File: src/rtl/mem_stage_pkg.sv
// Shared CPU definitions for the memory/write-back stage: op encodings,
// CPSR flag positions and datapath widths.
package mem_stage_pkg;

  localparam int REG_W  = 3;
  localparam int DATA_W = 32;

  typedef enum logic [1:0] {
    OP_ALU   = 2'b00,
    OP_LOAD  = 2'b01,
    OP_STORE = 2'b10,
    OP_NOP   = 2'b11
  } ex_op_t;

  // CPSR bit positions within {N,C,Z,V}
  localparam int FLAG_N = 3;
  localparam int FLAG_C = 2;
  localparam int FLAG_Z = 1;
  localparam int FLAG_V = 0;

endpackage

File: src/rtl/mem_stage_timeout_counter.sv
// Cycle counter for an outstanding memory request; flags the last permitted
// MEM cycle. Built only when MEM_STAGE_TIMEOUT_EN is defined.
module mem_timeout_counter #(
  parameter int LIMIT = 255
) (
  input  logic clk,
  input  logic rst,
  input  logic clear,
  input  logic enable,
  output logic expired
);

  localparam int W = $clog2(LIMIT + 1);

  logic [W-1:0] count;

  always_ff @(posedge clk or posedge rst) begin
    if (rst) begin
      count <= '0;
    end else if (clear) begin
      count <= '0;
    end else if (enable && !expired) begin
      count <= count + 1'b1;
    end
  end

  // The edge that would bring the count to LIMIT is the abort edge.
  assign expired = (count == W'(LIMIT - 1));

endmodule

File: src/rtl/mem_stage.sv
// Memory-access / write-back stage with CPSR ownership and a req/ack data port.
// Optional request timeout with sticky fault: define MEM_STAGE_TIMEOUT_EN.
module mem_stage
  import mem_stage_pkg::*;
#(
  parameter int TIMEOUT_CYCLES = 255
) (
  input  logic              clk,
  input  logic              rst,
  input  logic              ex_valid,
  output logic              ex_ready,
  input  logic [1:0]        ex_op,
  input  logic [DATA_W:0]   ex_result,
  input  logic              ex_w_enable,
  input  logic [REG_W-1:0]  ex_dest_reg,
  input  logic [31:0]       ex_pointer,
  input  logic [15:0]       ex_offset,
  input  logic [DATA_W-1:0] ex_store_data,
  input  logic [3:0]        ex_flags,
  input  logic              ex_flags_we,
  output logic              dmem_req,
  output logic              dmem_we,
  output logic [15:0]       dmem_addr,
  output logic [DATA_W-1:0] dmem_wdata,
  input  logic              dmem_ack,
  input  logic [DATA_W-1:0] dmem_rdata,
  output logic              wb_en,
  output logic [REG_W-1:0]  wb_reg,
  output logic [DATA_W-1:0] wb_data,
  output logic [3:0]        cpsr,
  output logic              mem_fault
);

  typedef enum logic {IDLE, MEM} state_t;

  state_t           state;
  logic [REG_W-1:0] dest_q;
  logic             transfer;

  assign ex_ready = (state == IDLE);
  assign transfer = ex_valid && ex_ready;

  // Carry and the upper pointer half never reach the register file or the bus.
  logic unused_bits;
  assign unused_bits = ^{ex_result[DATA_W], ex_pointer[31:16]};

`ifdef MEM_STAGE_TIMEOUT_EN
  logic timeout;

  mem_timeout_counter #(
    .LIMIT(TIMEOUT_CYCLES)
  ) u_timeout (
    .clk    (clk),
    .rst    (rst),
    .clear  (state == IDLE),
    .enable (state == MEM && !dmem_ack),
    .expired(timeout)
  );
`else
  localparam int unused_timeout_cycles = TIMEOUT_CYCLES;
  assign mem_fault = 1'b0;
`endif

  // NOTE: async reset clears dmem_req the moment rst rises, so a pending
  // request is withdrawn without waiting for a clock edge.
  always_ff @(posedge clk or posedge rst) begin
    if (rst) begin
      state      <= IDLE;
      dest_q     <= '0;
      dmem_req   <= 1'b0;
      dmem_we    <= 1'b0;
      dmem_addr  <= '0;
      dmem_wdata <= '0;
      wb_en      <= 1'b0;
      wb_reg     <= '0;
      wb_data    <= '0;
      cpsr       <= '0;
`ifdef MEM_STAGE_TIMEOUT_EN
      mem_fault  <= 1'b0;
`endif
    end else begin
      // NOTE: non-blocking throughout; the default below is overridden later
      // in the same block, giving a one-cycle write strobe without a latch.
      wb_en <= 1'b0;
      if (transfer && ex_flags_we) cpsr <= ex_flags;

      case (state)
        IDLE: begin
          if (ex_valid) begin
            case (ex_op)
              OP_ALU: begin
                if (ex_w_enable) begin
                  wb_en   <= 1'b1;
                  wb_reg  <= ex_dest_reg;
                  wb_data <= ex_result[DATA_W-1:0];
                end
              end
              OP_LOAD, OP_STORE: begin
                dmem_req   <= 1'b1;
                dmem_we    <= (ex_op == OP_STORE);
                // 16-bit add of a 16-bit signed offset wraps modulo 2^16.
                dmem_addr  <= ex_pointer[15:0] + ex_offset;
                dmem_wdata <= ex_store_data;
                dest_q     <= ex_dest_reg;
                state      <= MEM;
              end
              default: ;
            endcase
          end
        end
        MEM: begin
          if (dmem_ack) begin
            dmem_req <= 1'b0;
            state    <= IDLE;
            if (!dmem_we) begin
              wb_en   <= 1'b1;
              wb_reg  <= dest_q;
              wb_data <= dmem_rdata;
            end
          end
`ifdef MEM_STAGE_TIMEOUT_EN
          else if (timeout) begin
            dmem_req  <= 1'b0;
            state     <= IDLE;
            mem_fault <= 1'b1;
          end
`endif
        end
        default: state <= IDLE;
      endcase
    end
  end

endmodule

File: config.mk
export PLATFORM = sky130hd
export DESIGN_NAME = mem_stage
export DESIGN_NICKNAME = d
export VERILOG_FILES = /design/src/rtl/mem_stage_pkg.sv /design/src/rtl/mem_stage_timeout_counter.sv /design/src/rtl/mem_stage.sv
export SDC_FILE = /design/constraint.sdc
export NUM_CORES = 1
export LEC_CHECK = 0
export BUFFER_PORTS_ARGS = -buffer_cell sky130_fd_sc_hd__buf_4
export CAP_MARGIN = 40
export CELL_PAD_IN_SITES_DETAIL_PLACEMENT = 0
export CELL_PAD_IN_SITES_GLOBAL_PLACEMENT = 2
export CORE_MARGIN = 4
export CORE_UTILIZATION = 26
export CTS_CLUSTER_SIZE = 10
export DETAILED_ROUTE_END_ITERATION = 10
export GPL_TIMING_DRIVEN = 1
export PLACE_DENSITY_LB_ADDON = 0.1
export SYNTH_ARGS = -nofsm -noshare
export SYNTH_HDL_FRONTEND = slang
export SYNTH_HIERARCHICAL = 1
export SYNTH_SLANG_ARGS = --single-unit
File: constraint.sdc
create_clock -name clk -period 6.3 [get_ports clk]
set_clock_uncertainty 0.05 [all_clocks]
set_input_delay 0.945 -clock clk [delete_from_list [all_inputs] [get_ports clk]]
set_output_delay 0.945 -clock clk [all_outputs]
set_load 0.01 [all_outputs]
==> results.txt <==
Setup violations remaining at the end of the flow were counted as 0. Detailed routing inserted a total of 4217 vias. The share of power burned in registers came out at 0.387. The launch point of the worst reg-to-reg path is state.

After detailed routing, the number of remaining DRC violations is 0. The number of hold buffers added after CTS is 0. The synthesized design contains 94 register bits. The last weighted congestion value of the routability-driven placer came out at 0.796. Yosys printed 6 warnings. The global-route wire length before repair is 22.6 mm. By area the synthesized netlist is led by dfrtp_1 51%, nand2_1 12%, mux2i_1 7.6%.

The tightest min-delay check is of the flop to flop type. Of the total power, the share spent switching nets is 0.334. The mean number of vias per cell came out at 4.45. The number of fillers in the final layout came out at 1750. Of the cells placed in the final design, the portion with a size suffix greater than 1 is 0.372. The post-synthesis area per instance is 9.28 um2. The portion of total power attributed to combinational logic came out at 0.371. The root buffer cell chosen for the clock tree is clkbuf_16. The placed instance area is 6620 um2. The final period utilization is 0.449. The number of pins exceeding their max-slew limit in the final report is 0. The number of gates resized after cts came out at 0. The power per cell area came out at 338 nW/um2. For this configuration, the core starts out at a cell density of 0.265.

The highest attainable clock frequency came out at 353 MHz. The clock network fraction of total power is 0.242. The clock insertion delay at the later pin of the skew report came out at 340 ps. The largest registers in the layout are dmem_wdata x32, wb_data x32, dmem_addr x16. The worst setup path is captured at a flop. The number of antenna violations at the first check in global routing is 0. The largest area contributor in the netlist is dfrtp_1.

TritonCTS built the clock tree. Across the run, the number of max-cap violations was 0. Row generation in the floorplan step produced 48 rows. The first element of the critical path is ex_pointer[0]. For this design, the slowest cell found on the critical path is a311o_1. The startpoint identified for the worst hold timing path is dmem_wdata[27]. The sum of negative setup slack is 0 ps. The buffer depth of the longest clock path came out at 2. The count of pins on the block boundary is 252.

The x dimension of the die came out at 141 um. At the end of the flow, the number of nets in the layout was 896. In the layout the commonest cells are 237 x buf_4, 141 x nand2_1, 93 x dfrtp_1, 52 x a21oi_1, 40 x nor2_1. The netlist uses 46 different library cells.

The leakage component of the power came out at 3.49 nW. The number of optimization iterations in the first detailed-route pass is 4. Across every metal layer, demand over resource in global routing totals 0.144. The cell count after synthesis came out at 495.

The area added between synthesis and finish is 50.8%. The run finished with clean final reports. The first routing iteration left 117 violations. In this run the tightest slew margin relative to its limit is 0.557. The maximum VDD drop is 0.161 mV. The worst setup path is launched from a primary input. The internal portion of the total power is 0.00156 W. The post-route cell area is 6920 um2. The routed wirelength normalized by instance count came out at 15.5 um. Entering global routing, the biggest net connects 72 pins. Setup repair after global routing left no endpoint under its margin. Walking the worst path, the cells encountered are buf_4 > ha_1 > fa_1 > a21o_1 > a311o_1 > nand4_1 > o31ai_1 > or3b_1. After legalization and detailed placement, the total HPWL measured 11.4 mm.

The total die area is 19900 um2. The mapped cell area is 4590 um2. The most common cell after layout, fill and taps aside is buf_4. The required time of the worst setup path is 6470 ps.

The final-report hold violation count came out at 0. The clock slew seen by the registers of the worst setup and hold paths came out at 70 ps. The net switching power is 0.000780 W.

The number of antenna diodes in the final layout is 0. The number of antenna-violating nets in the routed design came out at 0. The worst setup path is of the primary input to flop kind. After clock tree synthesis, the setup repair step added 0 buffers.

The area of the core came out at 17300 um2. The highest net fanout along the worst path is 5. At the pin with the least slew margin, the transition time is 665 ps. The total clock buffers created by CTS came out at 9.

CTS built an H-tree with a depth of 3. The total overflow reported by the global router came out at 0. The final critical path time including I/O delays and setup came out at 2830 ps. In this run the tool buffered the top-level ports with 233 buffer cells.

The floorplan step set the die height to 141 um. The register area share after synthesis came out at 0.512. The share of the synthesized area in the top cell type is 0.512. The net count after synthesis came out at 673. For this design, the sink count on the clock tree is 94. The via count of the first global-routing pass came out at 4228. Data arrives at the worst endpoint at 3000 ps.

The post-detailed-routing wire length is 14.7 mm. The highest cell delay on the worst timing path came out at 460 ps.
==> final timing paths <==
path | end | slack [ps] | cells past startpoint
worst min register to register | dmem_wdata[27] | 430 | 2
worst max register to register | dmem_addr[15] | 3810 | 7
worst max-delay path | dmem_addr[12] | 3470 | 8
worst min-delay path | dmem_wdata[27] | 430 | 2
max in group asynchronous | state | 4670 | 4
min in group asynchronous | wb_en | 500 | 2
==> Yosys cell counts (all sizes together) <==
cell type  number
nand2         143
dfrtp          94
a21oi          52
nor2           40
mux2i          35
ha             17
clkbuf         16
o21ai          15
buf            11
inv             8
xor2            6
nand3           5
nand4           5
a21o            4
mux2            4
o211ai          4
a31oi           3
nor3            3
xnor2           3
a211oi          2
and3            2
o2111ai         2
o31ai           2
or3             2
or4             2
a21boi          1
a221o           1
a311o           1
a311oi          1
a31o            1
a41o            1
and3b           1
conb            1
fa              1
nand2b          1
nor2b           1
o221a           1
o22ai           1
o31a            1
or3b            1
==> logic make-up after synthesis <==
logic type | synth area share
compound gates | 0.120
simple gates | 0.182
mux | 0.0861
flops | 0.512
xor+xnor | 0.0172
fa+ha+maj | 0.0507
buf+inv | 0.0313
other cells | 0.000817
==> per-stage QoR <==
stage	setup slack, ps	std cells	utilization	hold WS (ps)	total power (W)
4_1_cts	3460	948	0.400	431	0.00239
5_1_grt	3290	948	0.400	448	0.00250
2_1_floorplan	2860	495	-	395	0.00130
6_report	3470	948	0.400	426	0.00234
3_3_place_gp	3040	930	0.379	408	0.00178
3_5_place_dp	3100	932	0.382	413	0.00181
==> power by group through the flow <==
| stage | registers [W] | clock network [W] | logic (W) |
|---|---|---|---|
| after global routing | 0.000928 | 0.000613 | 0.000959 |
| after CTS | 0.000905 | 0.000591 | 0.000890 |
| final | 0.000904 | 0.000567 | 0.000867 |
| after global placement | 0.000909 | 0 | 0.000874 |
| after detailed placement | 0.000917 | 0 | 0.000888 |
| after floorplan | 0.000998 | 0 | 0.000306 |
==> final cells by class <==
cell class / count / area [um2] / area share
tap: 225 / 282 / 0.0407
clock inverter: 6 / 68.8 / 0.00994
sequential: 94 / 2350 / 0.340
timing repair buffer: 239 / 1830 / 0.265
multi-input combinational: 366 / 2110 / 0.305
inverter: 8 / 32.5 / 0.00470
clock buffer: 10 / 239 / 0.0345
==> layer usage <==
metal,global-route usage,vias up,part of all wire
met2,0.237,166,0.47
met4,0.0510,0,0.022
li1,-,2125,-
met5,0,-,0
met1,0.178,1905,0.42
met3,0.0451,21,0.083
==> worst max-delay path: cells and delay by family <==
kind / cells / cell delay, ps
compound gates: 3 / 770
fa+ha+maj: 2 / 650
simple gates: 2 / 530
buf+inv: 1 / 110
No activity file was read; power rests on OpenSTA's default activity.
